$ cat src/rtl/spi_regfile_rw.sv
// -----------------------------------------------------------------------------
// spi_regfile_rw
//   SPI peripheral register file for SPI modes 0 and 2. The controller sends
//   frames of 1 + ADDR_W + DATA_W bits, MSB first: [RW][ADDR][DATA], where
//   RW = 1 means write. A write commits DATA to regs[ADDR]. A read returns
//   regs[ADDR] on cipo during the data phase. sclk, ncs and copi are
//   oversampled and synchronised into the clk domain, and all state lives
//   in that domain.
//
// Ports
//   clk        peripheral clock
//   rst        asynchronous, active-high reset
//   sclk       SPI clock, asynchronous to clk (at most clk/6)
//   ncs        SPI chip select, active low, asynchronous to clk
//   copi       serial data in
//   cipo       serial data out, MSB first; 0 outside the data phase
//   cipo_oe    tri-state enable for cipo; high while selected (registered)
//   regs       flattened register contents, reg k at [k*DATA_W +: DATA_W]
//   wr_stb     1-cycle pulse when a register is written
//   wr_addr    address of the last committed write
//   addr_err   1-cycle pulse: a complete frame addressed a missing register
//   frame_err  1-cycle pulse: ncs rose before a frame was complete
// -----------------------------------------------------------------------------
module spi_regfile_rw #(
  parameter int NUM_REGS    = 5,
  parameter int DATA_W      = 8,
  parameter int ADDR_W      = 7,
  parameter int SYNC_STAGES = 2,
  parameter bit CPOL        = 1'b0
) (
  input  logic                       clk,
  input  logic                       rst,
  input  logic                       sclk,
  input  logic                       ncs,
  input  logic                       copi,
  output logic                       cipo,
  output logic                       cipo_oe,
  output logic [NUM_REGS*DATA_W-1:0] regs,
  output logic                       wr_stb,
  output logic [ADDR_W-1:0]          wr_addr,
  output logic                       addr_err,
  output logic                       frame_err
);

  localparam int CMD_W = 1 + ADDR_W;
  localparam int MAX_C = (CMD_W > DATA_W) ? CMD_W : DATA_W;
  localparam int CNT_W = $clog2(MAX_C + 1);
  localparam logic [ADDR_W:0] NUM_REGS_L = (ADDR_W + 1)'(NUM_REGS);

  typedef enum logic [1:0] {
    S_IDLE,
    S_CMD,
    S_DATA,
    S_DONE
  } state_e;

  // ---------------------------------------------------------------------------
  // Input synchronisers. sclk and ncs carry one stage beyond the synchroniser
  // so that edges are detected between two already-synchronised samples.
  // copi has the same depth as sclk, so a data bit and its clock edge appear
  // together on the synchronised outputs.
  // ---------------------------------------------------------------------------
  logic [SYNC_STAGES:0]   sclk_q;
  logic [SYNC_STAGES:0]   ncs_q;
  logic [SYNC_STAGES-1:0] copi_q;

  // NOTE: sequential state is updated with non-blocking assignments only, so
  // every flop samples its inputs from the same clock edge.
  always_ff @(posedge clk or posedge rst) begin
    if (rst) begin
      sclk_q <= {(SYNC_STAGES + 1){CPOL}};
      ncs_q  <= '1;
      copi_q <= '0;
    end else begin
      sclk_q <= {sclk_q[SYNC_STAGES-1:0], sclk};
      ncs_q  <= {ncs_q[SYNC_STAGES-1:0], ncs};
      copi_q <= {copi_q[SYNC_STAGES-2:0], copi};
    end
  end

  logic sclk_s, sclk_p, ncs_s, ncs_p, copi_s;
  logic lead_edge, trail_edge, ncs_fall;

  assign sclk_s     = sclk_q[SYNC_STAGES-1];
  assign sclk_p     = sclk_q[SYNC_STAGES];
  assign ncs_s      = ncs_q[SYNC_STAGES-1];
  assign ncs_p      = ncs_q[SYNC_STAGES];
  assign copi_s     = copi_q[SYNC_STAGES-1];
  // The leading edge moves sclk away from its idle level (CPOL). The
  // trailing edge returns it to idle.
  assign lead_edge  = (sclk_s != sclk_p) && (sclk_s != CPOL);
  assign trail_edge = (sclk_s != sclk_p) && (sclk_s == CPOL);
  assign ncs_fall   = ncs_p && !ncs_s;

  // ---------------------------------------------------------------------------
  // Frame state
  // ---------------------------------------------------------------------------
  state_e              state_q;
  logic [CNT_W-1:0]    cnt_q;
  logic [CMD_W-1:0]    cmd_q;
  logic [DATA_W-1:0]   data_q;
  logic [DATA_W-1:0]   shift_q;
  logic                load_q;
  logic                commit_q;
  logic [DATA_W-1:0]   regs_q [NUM_REGS];
  logic                wr_stb_q, addr_err_q, frame_err_q, cipo_oe_q;
  logic [ADDR_W-1:0]   wr_addr_q;

  logic              cmd_rw;
  logic [ADDR_W-1:0] cmd_addr;
  logic              addr_ok;
  logic [DATA_W-1:0] rd_data_d;

  assign cmd_rw   = cmd_q[CMD_W-1];
  assign cmd_addr = cmd_q[ADDR_W-1:0];
  assign addr_ok  = {1'b0, cmd_addr} < NUM_REGS_L;

  // Read mux. An address that has no register reads as zero.
  // NOTE: every always_comb output gets a default first, so no path can
  // leave it unassigned and infer a latch.
  always_comb begin
    rd_data_d = '0;
    for (int k = 0; k < NUM_REGS; k++) begin
      if (cmd_addr == ADDR_W'(k)) rd_data_d = regs_q[k];
    end
  end

  always_ff @(posedge clk or posedge rst) begin
    if (rst) begin
      state_q     <= S_IDLE;
      cnt_q       <= '0;
      cmd_q       <= '0;
      data_q      <= '0;
      shift_q     <= '0;
      load_q      <= 1'b0;
      commit_q    <= 1'b0;
      wr_stb_q    <= 1'b0;
      wr_addr_q   <= '0;
      addr_err_q  <= 1'b0;
      frame_err_q <= 1'b0;
      cipo_oe_q   <= 1'b0;
      // NOTE: the register array is reset explicitly. Reset must leave
      // every control register at zero.
      for (int k = 0; k < NUM_REGS; k++) regs_q[k] <= '0;
    end else begin
      wr_stb_q    <= 1'b0;
      addr_err_q  <= 1'b0;
      frame_err_q <= 1'b0;
      load_q      <= 1'b0;
      commit_q    <= 1'b0;
      cipo_oe_q   <= !ncs_s;

      // Commit one clk after the final sample. The frame fields are complete
      // by then, and an ncs rise in the same cycle cannot cancel the commit.
      if (commit_q) begin
        if (!addr_ok) begin
          addr_err_q <= 1'b1;
        end else if (cmd_rw) begin
          for (int k = 0; k < NUM_REGS; k++) begin
            if (cmd_addr == ADDR_W'(k)) regs_q[k] <= data_q;
          end
          wr_stb_q  <= 1'b1;
          wr_addr_q <= cmd_addr;
        end
      end

      if (ncs_s) begin
        if (state_q == S_CMD || state_q == S_DATA) frame_err_q <= 1'b1;
        state_q <= S_IDLE;
        cnt_q   <= '0;
        shift_q <= '0;
      end else begin
        unique case (state_q)
          S_IDLE: begin
            if (ncs_fall) begin
              state_q <= S_CMD;
              cnt_q   <= '0;
            end
          end
          S_CMD: begin
            if (lead_edge) begin
              cmd_q <= (cmd_q << 1) | CMD_W'(copi_s);
              if (cnt_q == CNT_W'(CMD_W - 1)) begin
                state_q <= S_DATA;
                cnt_q   <= '0;
                load_q  <= 1'b1;
              end else begin
                cnt_q <= cnt_q + CNT_W'(1);
              end
            end
          end
          S_DATA: begin
            if (load_q) begin
              shift_q <= cmd_rw ? '0 : rd_data_d;
            end else if (lead_edge) begin
              data_q <= (data_q << 1) | DATA_W'(copi_s);
              if (cnt_q == CNT_W'(DATA_W - 1)) begin
                state_q  <= S_DONE;
                cnt_q    <= '0;
                commit_q <= 1'b1;
                shift_q  <= '0;
              end else begin
                cnt_q <= cnt_q + CNT_W'(1);
              end
            end else if (trail_edge && cnt_q != '0) begin
              // The trailing edge right after the last address bit does not
              // shift. The MSB was loaded there and has not been sampled yet.
              shift_q <= shift_q << 1;
            end
          end
          S_DONE: begin
            // Extra sclk edges are ignored until ncs goes high.
          end
          default: state_q <= S_IDLE;
        endcase
      end
    end
  end

  // shift_q is zero outside the data phase, so cipo is low there too.
  assign cipo      = shift_q[DATA_W-1];
  assign cipo_oe   = cipo_oe_q;
  assign wr_stb    = wr_stb_q;
  assign wr_addr   = wr_addr_q;
  assign addr_err  = addr_err_q;
  assign frame_err = frame_err_q;

  for (genvar k = 0; k < NUM_REGS; k++) begin : g_regs
    assign regs[k*DATA_W +: DATA_W] = regs_q[k];
  end

endmodule

$ cat config.mk
export PLATFORM = sky130hd
export DESIGN_NAME = spi_regfile_rw
export DESIGN_NICKNAME = d
export VERILOG_FILES = /design/src/rtl/spi_regfile_rw.sv
export SDC_FILE = /design/constraint.sdc
export NUM_CORES = 1
export LEC_CHECK = 0
export ABC_CLOCK_PERIOD_IN_PS = 7400
export BUFFER_PORTS_ARGS = -buffer_cell sky130_fd_sc_hd__buf_4
export CORE_MARGIN = 5
export CORE_UTILIZATION = 60
export CTS_BUF_LIST = sky130_fd_sc_hd__clkbuf_8
export DETAILED_ROUTE_END_ITERATION = 8
export PLACE_DENSITY = 0.9
export SLEW_MARGIN = 20
export SYNTH_ARGS = -nofsm -noshare
export SYNTH_HDL_FRONTEND = slang
export SYNTH_SLANG_ARGS = --single-unit
$ cat constraint.sdc
create_clock -name clk -period 7.4 [get_ports clk]
set_input_delay 0.74 -clock clk [delete_from_list [all_inputs] [get_ports clk]]
set_output_delay 0.74 -clock clk [all_outputs]
set_load 0.02 [all_outputs]
==> results of run 1 <==
==> cell families (layout without fill, tap and decap cells) <==
family | count (synthesis) | in the layout | share of synthesized area
flops | 91 | 91 | 0.575
simple gates | 51 | 51 | 0.0814
fa+ha+maj | 5 | 5 | 0.0158
compound gates | 44 | 44 | 0.0843
mux | 68 | 68 | 0.213
buf+inv | 28 | 89 | 0.0300
==> cell usage in the layout (no fill, tap or decap), types with 2 or more instances in the layout <==
| master | n |
|---|---|
| sky130_fd_sc_hd__dfrtp_1 | 88 |
| sky130_fd_sc_hd__a21boi_0 | 2 |
| sky130_fd_sc_hd__and3b_1 | 3 |
| sky130_fd_sc_hd__a22o_1 | 3 |
| sky130_fd_sc_hd__nor2b_1 | 2 |
| sky130_fd_sc_hd__clkinv_2 | 4 |
| sky130_fd_sc_hd__dfstp_2 | 3 |
| sky130_fd_sc_hd__a32o_1 | 7 |
| sky130_fd_sc_hd__nand2b_1 | 5 |
| sky130_fd_sc_hd__and2_1 | 7 |
| sky130_fd_sc_hd__clkbuf_8 | 9 |
| sky130_fd_sc_hd__o21ai_0 | 11 |
| sky130_fd_sc_hd__nor4_1 | 2 |
| sky130_fd_sc_hd__mux2_2 | 61 |
| sky130_fd_sc_hd__o2bb2ai_1 | 7 |
| sky130_fd_sc_hd__nand2_1 | 3 |
| sky130_fd_sc_hd__a21oi_1 | 4 |
| sky130_fd_sc_hd__nand3b_1 | 2 |
| sky130_fd_sc_hd__buf_4 | 56 |
| sky130_fd_sc_hd__mux4_2 | 7 |
| sky130_fd_sc_hd__nand4_1 | 2 |
| sky130_fd_sc_hd__nor3_1 | 2 |
| sky130_fd_sc_hd__o41ai_1 | 2 |
| sky130_fd_sc_hd__or3_1 | 2 |
| sky130_fd_sc_hd__nor2_1 | 11 |
| sky130_fd_sc_hd__ha_1 | 5 |
| sky130_fd_sc_hd__nor3_2 | 3 |
| sky130_fd_sc_hd__inv_1 | 15 |
==> power groups by stage <==
stage          Clock [mW]  Combinational [mW]  Sequential (mW)
6_report            0.308               0.158            0.596
5_1_grt             0.335               0.176            0.603
4_1_cts             0.317               0.158            0.594
3_5_place_dp            0               0.157            0.604
3_3_place_gp            0               0.151            0.598
2_1_floorplan           0               0.162            0.558
==> sequential cells by signal (all words and copies together) (netlist names), 2 cells and up <==
name / flops
copi_q: 2
cnt_q: 4
regs: 40
state_q: 2
ncs_q: 3
sclk_q: 3
cmd_q: 8
shift_q: 8
wr_addr: 7
data_q: 8
==> through the flow <==
| step | total power [mW] | hold slack, ps | instances | util |
|---|---|---|---|---|
| after floorplan | 0.720 | 331 | 287 | - |
| after global placement | 0.749 | 332 | 409 | 0.694 |
| after CTS | 1.07 | 358 | 425 | 0.721 |
| after detailed placement | 0.761 | 337 | 409 | 0.694 |
| final | 1.06 | 356 | 425 | 0.722 |
| after global routing | 1.11 | 371 | 425 | 0.722 |
==> per-layer routing <==
| metal | track usage | vias up | share of wire |
|---|---|---|---|
| met5 | 0 | - | 0 |
| met4 | 0.0844 | 0 | 0.028 |
| met3 | 0.0521 | 19 | 0.041 |
| met2 | 0.334 | 71 | 0.49 |
| met1 | 0.292 | 1305 | 0.44 |
| li1 | - | 1163 | - |
==> worst max-delay path: stages, from the launching register on <==
cell	delay (ps)
sky130_fd_sc_hd__dfrtp_1	700
sky130_fd_sc_hd__or3b_2	710
sky130_fd_sc_hd__nor3_2	510
sky130_fd_sc_hd__mux2_2	400
==> how the worst max path moves through the flow <==
stage	from	to	slack [ps]	cells after the start
after CTS	cmd_q[0]$_DFFE_PP0P_	regs[32]$_DFFE_PP0P_	4960	3
after global placement	cmd_q[0]$_DFFE_PP0P_	regs[33]$_DFFE_PP0P_	5070	3
after global routing	cmd_q[0]$_DFFE_PP0P_	regs[32]$_DFFE_PP0P_	4820	3
after floorplan	rst	addr_err$_DFF_PP0_	4300	1
final	cmd_q[0]$_DFFE_PP0P_	regs[32]$_DFFE_PP0P_	4960	3
after detailed placement	cmd_q[0]$_DFFE_PP0P_	regs[32]$_DFFE_PP0P_	4980	3
==> area by class of cell <==
type	instances	area [um2]	area share
repair buffers	57	432	0.0936
inverters	16	61.3	0.0133
multi-input cells	168	1560	0.339
clock buffers	9	124	0.0269
clock inverters	7	51.3	0.0111
well taps	77	96.3	0.0209
flip-flops and latches	91	2280	0.495
==> insert_results.sql, run 1 <==
INSERT INTO impl_metrics (metric_group, metric, value, unit) VALUES
('drt', 'detail_route.first_pass.iterations', '4', ''),
('power_and_ir_drop', 'switchingPower', '0.335', 'mW'),
('timing', 'skew', '6.30', 'ps'),
('placed_design', 'hpwlAfterDp', '5620', 'um'),
('synth', 'syn_std_cell_area', '3960', 'um2'),
('synth', 'synth-warning-count', '0', ''),
('timing', 'min_period', '2440', 'ps'),
('clocking', 'cts_hold_buf', '0', ''),
('synth', 'synth_largest_area_cell', 'sky130_fd_sc_hd__dfrtp_1', ''),
('placed_design', 'dpl_worst_slack', '4980', 'ps'),
('power_and_ir_drop', 'seqPwrFrac', '0.561', ''),
('power_and_ir_drop', 'cellLeakagePower', '2.28', 'nW'),
('synth', 'synth_edf_count', '0', ''),
('worst_hold_path', 'worst_min_delay_path_startpoint', 'copi_q[0]$_DFF_PP0_', ''),
('worst_setup_path', 'r2r-end', 'regs[32]$_DFFE_PP0P_', ''),
('worst_hold_path', 'worstHoldPathType', 'flop to flop', ''),
('synth', 'post-synth-top-count-cell', 'sky130_fd_sc_hd__dfrtp_1', ''),
('timing', 'rsz0062_at_grt', 'no', ''),
('worst_setup_path', 'r2r.worst_path.cells', '3', ''),
('clocking', 'cts.path.max_buffers', '2', ''),
('power_and_ir_drop', 'power.clock.fraction', '0.290', ''),
('drt', 'wirelength', '8410', 'um'),
('worst_setup_path', 'timing.setup.critical_path_class', 'flop to flop', ''),
('drt', 'mean_routed_wirelength_per_cell', '19.8', 'um'),
('floorplanning', 'rows', '29', ''),
('clocking', 'cts-htree-levels', '3', ''),
('global_route', 'grt_max_degree', '92', ''),
('synth', 'mappedNetlistNets', '297', ''),
('final_layout', 'syn2layout_area_growth', '16.3', '%'),
('worst_setup_path', 'worstSetupEndpointType', 'flop', ''),
('clocking', 'tritoncts', 'done', ''),
('placed_design', 'placedInstanceArea', '4430', 'um2'),
('power_and_ir_drop', 'p_int', '0.728', 'mW'),
('drt', 'drcViolationCount', '0', ''),
('synth', 'seq_area_frac_synth', '0.575', ''),
('timing', 'fin_crit_sh', '0.330', ''),
('clocking', 'clkLatencyLatePin', '360', 'ps'),
('floorplanning', 'core', '6390', 'um2'),
('global_route', 'grt_antenna_before_repair', '0', ''),
('drt', 'drt-initial-drc-count', '220', ''),
('timing', 'setup_total_negative_slack', '0', 'ps'),
('drt', 'post_drt_via_cell_ratio', '6.02', ''),
('global_route', 'first_global_vias', '2705', ''),
('worst_setup_path', 'worst_reg2reg_path_startpoint', 'cmd_q[0]$_DFFE_PP0P_', ''),
('clocking', 'cts.sink_count', '91', ''),
('synth', 'synthFlopType', 'sky130_fd_sc_hd__dfrtp_1', ''),
('power_and_ir_drop', 'p_comb_frac', '0.149', ''),
('synth', 'synthCells', '287', ''),
('drt', 'num_vias', '2558', ''),
('synth', 'async_sr_flop_fraction', '1.00', ''),
('floorplanning', 'pin_count', '57', ''),
('floorplanning', 'die_height', '91.3', 'um'),
('global_route', 'grt_first_pass_wirelength', '14200', 'um'),
('final_layout', 'diodes', '0', ''),
('power_and_ir_drop', 'pd_cells', '231', 'nW/um2'),
('clocking', 'post_cts_resize_count', '0', ''),
('status', 'outcome', 'finished, final reports clean', ''),
('worst_setup_path', 'crit_path_start_kind', 'flop', ''),
('final_layout', 'drive_above_1_share', '0.440', ''),
('synth', 'synth_seq_cells', '91', ''),
('worst_hold_path', 'hold-path-endpoint', 'copi_q[1]$_DFF_PP0_', ''),
('worst_setup_path', 'setup.reg_to_reg.worst_slack', '4960', 'ps'),
('worst_setup_path', 'cp.arrival', '2690', 'ps'),
('timing', 'timing_hold_violations_final', '0', ''),
('timing', 'fmax', '410', 'MHz'),
('timing', 'timing_worst_slew_pin_value', '850', 'ps'),
('global_route', 'global_routing_usage_summed_across_all_routing_layers', '0.214', ''),
('power_and_ir_drop', 'netSwitchingFraction', '0.315', ''),
('floorplanning', 'fp.dieArea', '8330', 'um2'),
('timing', 'max-slew-margin-rel', '0.433', ''),
('drt', 'final_antenna_net_count', '0', '');
(Power assumes the default switching activity.)
==> inputs of run 2 (changes only) <==
Settings changed: ABC_CLOCK_PERIOD_IN_PS 7400 to 2400, CORE_UTILIZATION 60 to 59, PLACE_DENSITY 0.9 to 0.89.
Clock period 7.4 ns to 2.4 ns, I/O delays scaled along.
==> insert_results.sql, run 2 (synthesis gave the netlist of run 1 again) <==
INSERT INTO impl_metrics (metric_group, metric, value, unit) VALUES
('clocking', 'total_cts_buffers', '9', ''),
('floorplanning', 'die_height', '92.0', 'um'),
('timing', 'timing_hold_violations_final', '0', ''),
('floorplanning', 'rows', '29', ''),
('floorplanning', 'core', '6460', 'um2'),
('global_route', 'grt_antenna_before_repair', '0', ''),
('final_layout', 'diodes', '0', ''),
('drt', 'mean_routed_wirelength_per_cell', '19.8', 'um'),
('final_layout', 'instances_no_fill', '439', ''),
('timing', 'skew', '11.7', 'ps'),
('job', 'cap_violations', '0', ''),
('timing', 'min_period', '2310', 'ps'),
('drt', 'post_drt_via_cell_ratio', '6.05', ''),
('timing', 'maxSlewViolCount', '0', ''),
('timing', 'fin_crit_sh', '0.963', ''),
('final_layout', 'utilization', '0.741', ''),
('power_and_ir_drop', 'cellLeakagePower', '2.37', 'nW'),
('drt', 'drt-initial-drc-count', '241', ''),
('timing', 'setup_total_negative_slack', '0', 'ps'),
('drt', 'wirelength', '8690', 'um'),
('worst_setup_path', 'cp.arrival', '2560', 'ps'),
('clocking', 'cts-htree-levels', '3', ''),
('clocking', 'clkLatencyLatePin', '370', 'ps'),
('power_and_ir_drop', 'design_power', '3.53', 'mW'),
('placed_design', 'gp_congestion', '0.829', ''),
('power_and_ir_drop', 'pd_cells', '739', 'nW/um2'),
('timing', 'final.hold.worst_slack', '2.59', 'ps'),
('worst_setup_path', 'critPathMaxFanout', '8', ''),
('placed_design', 'dpl_worst_slack', '104', 'ps'),
('global_route', 'grt_first_pass_wirelength', '14900', 'um'),
('placed_design', 'io_buffer_count', '56', ''),
('worst_setup_path', 'cp_slowest_stage_delay', '560', 'ps'),
('clocking', 'cts.path.max_buffers', '2', ''),
('final_layout', 'mostFrequentLayoutCell', 'sky130_fd_sc_hd__dfrtp_1', ''),
('placed_design', 'hpwlAfterDp', '5770', 'um'),
('floorplanning', 'start_util', '0.614', ''),
('clocking', 'root_cell_of_the_clock_tree', 'sky130_fd_sc_hd__clkbuf_8', ''),
('clocking', 'clock_transition_at_the_register_clock_pins_on_the_worst_setup_and_hold_paths_after_cts', '90', 'ps'),
('global_route', 'global_routing_usage_summed_across_all_routing_layers', '0.226', ''),
('global_route', 'grt_max_degree', '92', ''),
('power_and_ir_drop', 'power.ir.vdd_worst', '0.417', 'mV'),
('timing', 'max-slew-margin-rel', '0.607', ''),
('floorplanning', 'die_width', '92.0', 'um'),
('drt', 'final_antenna_net_count', '0', ''),
('status', 'outcome', 'finished, final reports clean', ''),
('worst_setup_path', 'worstSetupEndpointType', 'flop', ''),
('global_route', 'first_global_vias', '2797', ''),
('worst_hold_path', 'worstHoldPathType', 'input port to async pin', ''),
('timing', 'final-setup-viol-count', '0', ''),
('drt', 'drcViolationCount', '0', ''),
('placed_design', 'post-place-cells', '418', ''),
('clocking', 'tritoncts', 'done', ''),
('clocking', 'cts.sink_count', '91', ''),
('final_layout', 'fin_area', '4780', 'um2'),
('timing', 'rsz0062_at_grt', 'no', ''),
('worst_setup_path', 'crit_path_cell_trace', 'or4_4, nor3_2, and3b_1, mux2_2', ''),
('placed_design', 'placedInstanceArea', '4510', 'um2'),
('timing', 'fmax', '433', 'MHz'),
('final_layout', 'syn2layout_area_growth', '20.7', '%'),
('timing', 'timing_worst_slew_pin_value', '586', 'ps'),
('floorplanning', 'pin_count', '57', ''),
('worst_setup_path', 'crit_path_start_kind', 'flop', ''),
('final_layout', 'mostFrequentLayoutCells', 'sky130_fd_sc_hd__dfrtp_1 (88), sky130_fd_sc_hd__buf_4 (67), sky130_fd_sc_hd__mux2_2 (61), sky130_fd_sc_hd__inv_1 (15)', ''),
('drt', 'detail_route.first_pass.iterations', '4', ''),
('timing', 'post-route-worst-setup-slack', '89.8', 'ps'),
('worst_setup_path', 'critPathRequiredTime', '2650', 'ps'),
('floorplanning', 'fp.dieArea', '8460', 'um2'),
('final_layout', 'finalNetCount', '367', ''),
('final_layout', 'largest_register_ffs', '40', ''),
('final_layout', 'drive_above_1_share', '0.456', ''),
('global_route', 'overflow', '0', ''),
('drt', 'num_vias', '2656', ''),
('worst_setup_path', 'critPathSlowestCell', 'sky130_fd_sc_hd__or4_4', ''),
('worst_setup_path', 'timing.setup.critical_path_class', 'flop to flop', '');
-- run 2: cell types whose count changed in the layout (fill, tap and decap cells not counted), sizes merged --
cell         delta
dlygate4sd3     +3
bufinv          +2
clkinv          -1
inv             -1
buf            +11
-- run 2: where the power goes --
group          switching (mW)  total, mW  leakage [nW]  internal (mW)
Sequential             0.0803       1.70          1.24           1.62
Clock                   0.559       1.15         0.114          0.593
Combinational           0.403      0.682          1.01          0.279
-- run 2: cell type report --
| class | instances | area (um2) |
|---|---|---|
| timing repair buffer | 71 | 553 |
| clock inverter | 7 | 100 |
| fill | 405 | 1680 |
| clock buffer | 9 | 124 |
| inverter | 16 | 63.8 |
| sequential | 91 | 2280 |
| multi-input combinational | 168 | 1570 |
| tap | 77 | 96.3 |
-- run 2: final timing paths --
| path | from | endpoint | slack, ps | cells after the start |
|---|---|---|---|---|
| max reg2reg | cmd_q[6]$_DFFE_PP0P_ | regs[9]$_DFFE_PP0P_ | 90 | 4 |
| min reg2reg | copi_q[0]$_DFF_PP0_ | copi_q[1]$_DFF_PP0_ | 350 | 0 |
| max | cmd_q[6]$_DFFE_PP0P_ | regs[9]$_DFFE_PP0P_ | 90 | 4 |
| min in group clk | copi_q[0]$_DFF_PP0_ | copi_q[1]$_DFF_PP0_ | 350 | 0 |
| max in group asynchronous | rst | ncs_q[0]$_DFF_PP1_ | 2010 | 3 |
| min | rst | wr_addr[1]$_DFFE_PP0P_ | 3 | 3 |
-- run 2: repair_timing --
action	in CTS	in global routing
gates resized for setup	0	1
buffers inserted	0	2
hold endpoints to repair	3	0
hold buffers	3	0
endpoints found under the setup margin	0	11
-- run 2: worst max-delay path, delay by kind of cell (launching register included) --
family           cells  cell delay, ps
and+or+nand+nor      3            1380
DFF                  1             420
muxes                1             390
-- run 2: per-layer routing --
layer,track usage,wire (um),vias up
met5,0,0,-
li1,-,-,1188
met3,0.0646,546,14
met4,0.0792,195,0
met2,0.361,4330,97
met1,0.297,3620,1357
==> inputs of run 3 (changes only) <==
Settings changed: CORE_UTILIZATION 59 to 57, PLACE_DENSITY 0.89 to 0.87.
==> insert_results.sql, run 3 (synthesis gave the netlist of run 1 again) <==
INSERT INTO impl_metrics (metric_group, metric, value, unit) VALUES
('floorplanning', 'die_height', '93.4', 'um'),
('timing', 'skew', '12.7', 'ps'),
('final_layout', 'mostFrequentLayoutCells', 'sky130_fd_sc_hd__dfrtp_1 (88), sky130_fd_sc_hd__buf_4 (68), sky130_fd_sc_hd__mux2_2 (61), sky130_fd_sc_hd__inv_1 (15)', ''),
('worst_setup_path', 'worstSetupEndpointType', 'flop', ''),
('clocking', 'root_cell_of_the_clock_tree', 'sky130_fd_sc_hd__clkbuf_8', ''),
('global_route', 'global_routing_usage_summed_across_all_routing_layers', '0.215', ''),
('power_and_ir_drop', 'p_int', '2.29', 'mW'),
('clocking', 'cts-htree-levels', '3', ''),
('power_and_ir_drop', 'power.ir.vdd_worst', '0.541', 'mV'),
('final_layout', 'largest_register_ffs', '40', ''),
('floorplanning', 'die_width', '93.4', 'um'),
('floorplanning', 'pin_count', '57', ''),
('worst_hold_path', 'worstHoldPathType', 'flop to flop', ''),
('power_and_ir_drop', 'pd_cells', '695', 'nW/um2'),
('clocking', 'cts.path.max_buffers', '2', ''),
('global_route', 'grt_max_degree', '40', ''),
('clocking', 'post_cts_resize_count', '0', ''),
('clocking', 'tritoncts', 'done', ''),
('drt', 'wirelength', '8560', 'um'),
('job', 'cap_violations', '0', ''),
('worst_setup_path', 'timing.critical_path.max_delay_family', 'simple AND/OR/NAND/NOR gates', ''),
('global_route', 'first_global_vias', '2861', ''),
('timing', 'final-setup-viol-count', '0', ''),
('power_and_ir_drop', 'seqPwrFrac', '0.511', ''),
('power_and_ir_drop', 'switchingPower', '1.03', 'mW'),
('worst_setup_path', 'crit_path_start_kind', 'flop', ''),
('worst_setup_path', 'cp_slowest_stage_delay', '570', 'ps'),
('worst_setup_path', 'timing.setup.critical_path_class', 'flop to flop', ''),
('power_and_ir_drop', 'power.clock.fraction', '0.281', ''),
('placed_design', 'gp_congestion', '0.807', ''),
('final_layout', 'mostFrequentLayoutCell', 'sky130_fd_sc_hd__dfrtp_1', ''),
('final_layout', 'drive_above_1_share', '0.453', ''),
('drt', 'num_vias', '2610', ''),
('placed_design', 'hpwlAfterDp', '6050', 'um'),
('worst_setup_path', 'cp.arrival', '2550', 'ps'),
('drt', 'drcViolationCount', '0', ''),
('timing', 'final.hold.worst_slack', '357', 'ps'),
('global_route', 'overflow', '0', ''),
('worst_setup_path', 'critPathMaxFanout', '8', ''),
('clocking', 'clkLatencyLatePin', '360', 'ps'),
('drt', 'mean_routed_wirelength_per_cell', '18.6', 'um'),
('final_layout', 'syn2layout_area_growth', '20.5', '%'),
('worst_setup_path', 'critPathRequiredTime', '2640', 'ps'),
('placed_design', 'io_buffer_count', '56', ''),
('drt', 'final_antenna_net_count', '0', ''),
('timing', 'timing_hold_violations_final', '0', ''),
('global_route', 'grt_first_pass_wirelength', '14500', 'um'),
('status', 'outcome', 'finished, final reports clean', ''),
('clocking', 'postCtsSetupRepairBufs', '0', ''),
('timing', 'min_period', '2300', 'ps'),
('drt', 'drt-initial-drc-count', '207', ''),
('global_route', 'grt_antenna_before_repair', '0', ''),
('worst_setup_path', 'critPathSlowestCell', 'sky130_fd_sc_hd__or4_4', ''),
('floorplanning', 'fp.dieArea', '8720', 'um2'),
('power_and_ir_drop', 'cellLeakagePower', '2.33', 'nW'),
('placed_design', 'placedInstanceArea', '4560', 'um2'),
('final_layout', 'finalNetCount', '369', ''),
('worst_setup_path', 'critical_path.n_buffers_inverters', '0', ''),
('timing', 'max-slew-margin-rel', '0.625', ''),
('clocking', 'clock_transition_at_the_register_clock_pins_on_the_worst_setup_and_hold_paths_after_cts', '90', 'ps'),
('final_layout', 'diodes', '0', ''),
('timing', 'setup_total_negative_slack', '0', 'ps'),
('power_and_ir_drop', 'netSwitchingFraction', '0.311', ''),
('timing', 'timing_worst_slew_pin_value', '561', 'ps'),
('clocking', 'cts.sink_count', '91', ''),
('timing', 'maxSlewViolCount', '0', ''),
('final_layout', 'multiInputGateArea', '1560', 'um2'),
('final_layout', 'sequential_cell_area', '2280', 'um2'),
('worst_setup_path', 'crit_path_cell_trace', 'or4_4, nor3_2, and3b_1, mux2_2', ''),
('final_layout', 'nFillCells', '478', ''),
('timing', 'rsz0062_at_grt', 'no', ''),
('drt', 'post_drt_via_cell_ratio', '5.67', ''),
('timing', 'fmax', '434', 'MHz'),
('final_layout', 'fin_area', '4780', 'um2'),
('floorplanning', 'start_util', '0.583', ''),
('drt', 'detail_route.first_pass.iterations', '4', ''),
('clocking', 'cts_hold_buf', '4', ''),
('timing', 'fin_crit_sh', '0.960', ''),
('floorplanning', 'core', '6790', 'um2'),
('final_layout', 'utilization', '0.703', ''),
('floorplanning', 'rows', '30', ''),
('clocking', 'total_cts_buffers', '9', ''),
('power_and_ir_drop', 'p_comb_frac', '0.209', '');
run 3: cell types whose count changed in the layout (fill, tap and decap cells not counted), sizes merged:
cell	delta
clkinvlp	+5
bufinv	-2
clkinv	-2
buf	+1
dlygate4sd3	+1
inv	-1
run 3: worst paths after layout:
check	from	to	slack (ps)	cells after the start
max	cmd_q[6]$_DFFE_PP0P_	regs[19]$_DFFE_PP0P_	100	4
min	copi_q[0]$_DFF_PP0_	copi_q[1]$_DFF_PP0_	360	0
max reg2reg	cmd_q[6]$_DFFE_PP0P_	regs[19]$_DFFE_PP0P_	100	4
min reg2reg	copi_q[0]$_DFF_PP0_	copi_q[1]$_DFF_PP0_	360	0
max in group asynchronous	rst	data_q[1]$_DFFE_PP0P_	1380	4
min in group asynchronous	rst	regs[0]$_DFFE_PP0P_	440	3
run 3: area by class of cell:
class | count | area share
Inverter | 16 | 0.0134
Sequential cell | 91 | 0.477
Clock inverter | 7 | 0.0115
Multi-Input combinational cell | 168 | 0.327
Tap cell | 96 | 0.0251
Timing Repair Buffer | 73 | 0.119
Clock buffer | 9 | 0.0259
run 3: metal layers:
metal  GRT usage  up-vias  part of all wire
met5           0        -                 0
met4      0.0769        0             0.013
met3      0.0442       10             0.053
met2       0.351       86              0.50
met1       0.284     1321              0.44
li1            -     1193                 -
run 3: stage by stage:
step	power [mW]	setup slack, ps	cells
after CTS	3.34	105	460
after global routing	3.48	11.7	460
after detailed placement	2.41	101	440
after global placement	2.37	239	440
final	3.32	96.1	460
after floorplan	2.22	400	287
run 3: worst reg2reg max path, cell delays in order (launching register included):
cell,delay [ps]
sky130_fd_sc_hd__dfrtp_1,420
sky130_fd_sc_hd__or4_4,570
sky130_fd_sc_hd__nor3_2,300
sky130_fd_sc_hd__and3b_1,510
sky130_fd_sc_hd__mux2_2,400
run 3: power groups by stage:
stage / logic, mW / registers, mW / clock network, mW
6_report: 0.693 / 1.70 / 0.931
5_1_grt: 0.765 / 1.71 / 1.01
4_1_cts: 0.695 / 1.69 / 0.947
3_5_place_dp: 0.687 / 1.72 / 0
3_3_place_gp: 0.656 / 1.72 / 0
2_1_floorplan: 0.501 / 1.72 / 0
